$ cat src/rtl/pla_truth_table_sweeper.sv
// Sweeps every input vector of a single-output combinational function block in
// ascending order, packs the sampled outputs into truth-table words, streams the
// words out on a valid/ready interface and counts the on-set of the function.
module pla_truth_table_sweeper #(
    parameter  int N_IN   = 8,
    parameter  int WORD_W = 32,
    localparam int NWORDS = (1 << N_IN) / WORD_W,
    localparam int IDX_W  = (NWORDS > 1) ? $clog2(NWORDS) : 1,
    localparam int CNT_W  = N_IN + 1
) (
    input  logic              clk,
    input  logic              rst,
    input  logic              start,
    output logic [N_IN-1:0]   x,
    input  logic              y,
    output logic [WORD_W-1:0] out_data,
    output logic [IDX_W-1:0]  out_index,
    output logic              out_valid,
    input  logic              out_ready,
    output logic [CNT_W-1:0]  onset_count,
    output logic              busy,
    output logic              done
);

    localparam int BIT_W = $clog2(WORD_W);

    typedef enum logic [1:0] {
        IDLE,
        SWEEP,
        FLUSH,
        DONE
    } state_t;

    state_t            state;
    state_t            state_next;

    logic [WORD_W-1:0] shift_word;
    logic [WORD_W-1:0] word_next;
    logic [BIT_W-1:0]  bit_idx;
    logic              start_ok;
    logic              stall;
    logic              accept;
    logic              capture;
    logic              word_end;
    logic              last_vec;

    // The low bits of x select the bit position inside the word being built.
    assign bit_idx  = x[BIT_W-1:0];
    assign start_ok = start && ((state == IDLE) || (state == DONE));
    assign stall    = out_valid && !out_ready;
    assign accept   = out_valid && out_ready;
    assign capture  = (state == SWEEP) && !stall;
    assign word_end = capture && (bit_idx == {BIT_W{1'b1}});
    assign last_vec = capture && (x == {N_IN{1'b1}});

    // Current word with this cycle's function output merged into its slot.
    always_comb begin
        word_next          = shift_word;
        word_next[bit_idx] = y;
    end

    // State register.
    always_ff @(posedge clk or posedge rst) begin
        if (rst) begin
            state <= IDLE;
        end else begin
            state <= state_next;
        end
    end

    // Next-state decode and status outputs derived from the state.
    always_comb begin
        state_next = state;
        busy       = 1'b0;
        done       = 1'b0;
        case (state)
            IDLE: begin
                if (start_ok) state_next = SWEEP;
            end
            SWEEP: begin
                busy = 1'b1;
                if (last_vec) state_next = FLUSH;
            end
            FLUSH: begin
                busy = 1'b1;
                if (accept) state_next = DONE;
            end
            DONE: begin
                done = 1'b1;
                if (start_ok) state_next = SWEEP;
            end
            default: state_next = IDLE;
        endcase
    end

    // Vector counter, partial word and on-set counter advance once per unstalled capture.
    always_ff @(posedge clk or posedge rst) begin
        if (rst) begin
            x           <= '0;
            shift_word  <= '0;
            onset_count <= '0;
        end else if (start_ok) begin
            x           <= '0;
            shift_word  <= '0;
            onset_count <= '0;
        end else if (capture) begin
            x           <= x + N_IN'(1);
            onset_count <= onset_count + CNT_W'(y);
            shift_word  <= word_end ? '0 : word_next;
        end
    end

    // Output word register: load on word completion, otherwise drop valid once accepted.
    always_ff @(posedge clk or posedge rst) begin
        if (rst) begin
            out_data  <= '0;
            out_index <= '0;
            out_valid <= 1'b0;
        end else if (word_end) begin
            out_data  <= word_next;
            out_index <= IDX_W'(x >> BIT_W);
            out_valid <= 1'b1;
        end else if (accept) begin
            out_valid <= 1'b0;
        end
    end

endmodule

$ cat config.mk
export PLATFORM = sky130hd
export DESIGN_NAME = pla_truth_table_sweeper
export DESIGN_NICKNAME = d
export VERILOG_FILES = /design/src/rtl/pla_truth_table_sweeper.sv
export SDC_FILE = /design/constraint.sdc
export NUM_CORES = 1
export LEC_CHECK = 0
export ABC_AREA = 1
export BUFFER_PORTS_ARGS = -buffer_cell sky130_fd_sc_hd__buf_2
export CAP_MARGIN = 0
export CORE_ASPECT_RATIO = 0.8
export CORE_UTILIZATION = 35
export CTS_CLUSTER_SIZE = 16
export DETAILED_ROUTE_END_ITERATION = 8
export SYNTH_ARGS = -nofsm -noshare
export SYNTH_HDL_FRONTEND = slang
export SYNTH_SLANG_ARGS = --single-unit
$ cat constraint.sdc
create_clock -name clk -period 9.57 [get_ports clk]
set_input_delay 2.871 -clock clk [delete_from_list [all_inputs] [get_ports clk]]
set_output_delay 2.871 -clock clk [all_outputs]
set_load 0.02 [all_outputs]
==> run_results.csv <==
group,metric,value,unit
cts,cts_made_buffers,9,
detailed_routing,wl,10740,um
worst_hold_path,hold_path_startpoint,"shift_word[18]$_DFFE_PP0P_",
cts,clk_pin_slew,60,ps
critical_path,cp-start-kind,"input port",
finish,final_common_cell,"nand2_1",
timing,hold_viol,0,
status,status,"finished with violations",
grt,grt_pass1_wl,17780,um
critical_path,r2r-start,"x[1]$_DFFE_PP0P_",
critical_path,criticalPathCategory,"in2reg",
timing,rsz0062_at_grt,"no",
detailed_routing,drc,3,
floorplanning,fp.dieH,100.7,um
timing,finalSetupViolCount,0,
finish,final_nets,617,
place,globalplace.congestion,0.7910,
critical_path,r2r_end,"out_data[31]$_DFFE_PP0P_",
worst_hold_path,hold_depth,2,
yosys,synthCells,551,
finish,stdcell_count,753,
critical_path,reg2regPathDepth,9,
finish,fillers,1189,
floorplanning,io_pins,60,
grt,grt_max_degree,68,
yosys,ys_ff_latch,87,
power_and_ir_drop,leakagePower,0.002794,uW
worst_hold_path,hold_path_end,"shift_word[18]$_DFFE_PP0P_",
worst_hold_path,hold_path.class,"reg2reg",
detailed_routing,dr.first_iter.drc_count,319,
floorplanning,die_x,125.3,um
timing,slew_headroom,0.4317,
yosys,syn_area,4258,um^2
job,maxCapViolCount,0,
cts,cts_tree,"built",
detailed_routing,drt_first_pass_iters,9,
yosys,avgSynthCellArea,7.727,um^2
detailed_routing,ant_nets,0,
timing,period_share,0.4602,
critical_path,cp.arrival,4600,ps
yosys,ys_warn_count,0,
yosys,synthDistinctLibCells,24,
grt,grt.overflow.total,0,
cts,cts_max_level,3,
cts,root_buffer,"clkbuf_16",
place,numPortBuffers,59,
timing,fmax,227.0,MHz
finish,drive_gt1_frac,0.1372,
critical_path,ff2ff_setup_slack,6390,ps
floorplanning,dieArea,12610,um^2
floorplanning,initial_core_util,0.3642,
cts,cts_hold_buf,0,
critical_path,crit_path_max_fanout,39,
grt,grt.total_usage,0.1810,
detailed_routing,wl_per_cell,14.26,um
timing,min_period,4404,ps
grt,grt_pass1_vias,3462,
floorplanning,rows,35,
cts,clock-sinks,87,
timing,tightest_slew,852.5,ps
timing,skew,9.061,ps
timing,drv_slew,0,
cts,cts-resized-gates,0,
cts,clk_path_buf_depth,2,
grt,antenna_found_initial,0,
detailed_routing,routed_via_density,4.919,
finish,n_antenna_cell,0,
critical_path,crit_required,9760,ps
yosys,ys_seq_area_frac,0.5113,
place,dp.cells,739,
finish,multiInputGateArea,1822,um^2
cts,post-cts-setup-buffers,0,
power_and_ir_drop,power_per_cell_area,217.4,nW/um^2
finish,seq_area,2177,um^2
status,failed_checks,"DRC",
power_and_ir_drop,ir_drop,114.9,uV
yosys,synth_nets,566,
floorplanning,core_area,11690,um^2
timing,tns,0,ps
critical_path,cp-end-kind,"flip-flop",
cts,clkLatencyLatePin,340,ps
detailed_routing,vias,3704,
place,post-dp-hpwl,7060,um
finish,area_growth,15.16,%
finish,final_cell_mix,"251 x nand2_1, 87 x dfrtp_1, 59 x buf_2",
-- how the worst max path moves through the flow --
stage	from	to	slack, ps	cells past startpoint
2_1_floorplan	rst	onset_count[0]$_DFFE_PP0P_	4450	1
5_1_grt	out_ready	out_index[0]$_DFFE_PP0P_	4910	7
3_5_place_dp	out_ready	out_index[0]$_DFFE_PP0P_	4780	8
6_report	out_ready	out_data[31]$_DFFE_PP0P_	5170	8
4_1_cts	out_ready	out_data[31]$_DFFE_PP0P_	5130	8
3_3_place_gp	out_ready	out_index[0]$_DFFE_PP0P_	4860	8
-- critical path, cell delays in order --
cell	delay [ps]
buf_2	90
inv_1	40
nand2_2	90
nand2_4	100
nor2_4	650
inv_2	510
nand2_1	150
o21ai_0	90
-- power breakdown --
group / switching, uW / leakage, uW / internal, uW / total (uW)
Combinational: 251 / 0.00146 / 71.8 / 323
Sequential: 27.1 / 0.00120 / 393 / 420
Clock: 136 / 0.000132 / 187 / 323
Total: 414 / 0.00279 / 652 / 1070
-- Yosys cell counts --
library cell	n	area (um^2)
buf_2	9	45.04
nand4_1	2	12.51
buf_6	1	11.26
ha_1	10	125.1
nor2_1	26	97.59
xor2_1	1	8.760
nand2_2	3	18.77
o21ai_1	3	15.01
a21oi_1	7	35.03
o21ai_0	25	125.1
clkbuf_1	6	22.52
nor3b_1	1	7.510
nor2_4	1	11.26
nor3_2	1	10.01
inv_2	2	7.510
nand2_4	1	11.26
nor3_1	1	5.000
nand3_1	57	285.3
o21bai_1	14	105.1
dfrtp_1	87	2177
or2_2	1	6.260
inv_1	36	135.1
nand2_1	251	942.2
buf_4	5	37.54
-- stage by stage --
stage | util | area (um^2) | worst slack, ps | power (uW) | hold slack [ps]
after floorplan | - | 4258 | 4449 | 656.5 | 442.6
after global routing | 0.4194 | 4903 | 4912 | 1130 | 496.6
after detailed placement | 0.3967 | 4638 | 4777 | 747.8 | 459.5
after global placement | 0.3967 | 4638 | 4856 | 740.7 | 455.6
final | 0.4194 | 4903 | 5166 | 1066 | 471.2
after CTS | 0.4194 | 4903 | 5135 | 1074 | 474.7
-- per-layer routing --
layer | routed length (um) | track usage | vias up
met3 | 699 | 0.04246 | 7
met4 | 78 | 0.04784 | 0
met2 | 4766 | 0.2853 | 118
met1 | 5192 | 0.2508 | 1749
li1 | - | - | 1830
met5 | 0 | 0 | -
-- logic make-up (layout without fill, tap and decap cells) --
logic type / after synthesis / after routing / share of synthesized area
adders and majority gates: 10 / 10 / 0.02939
AOI/OAI and AO/OA: 49 / 49 / 0.06582
and+or+nand+nor: 345 / 345 / 0.3306
DFF: 87 / 87 / 0.5113
buffers and inverters: 59 / 113 / 0.06083
xor gates and xnor gates: 1 / 1 / 0.002057
-- final cells by class --
cell class | count | share of cell area
multi-input cells | 405 | 0.3715
well taps | 148 | 0.03776
clock inverters | 1 | 0.001021
repair buffers | 61 | 0.06328
flip-flops and latches | 87 | 0.4440
clock buffers | 13 | 0.05307
inverters | 38 | 0.02934
-- registers in the layout, summed over array words and instances (netlist names) --
signal / cells
out_valid: 1
onset_count: 9
out_data: 32
state: 2
shift_word: 32
out_index: 3
x: 8
(Power assumes the default switching activity.)
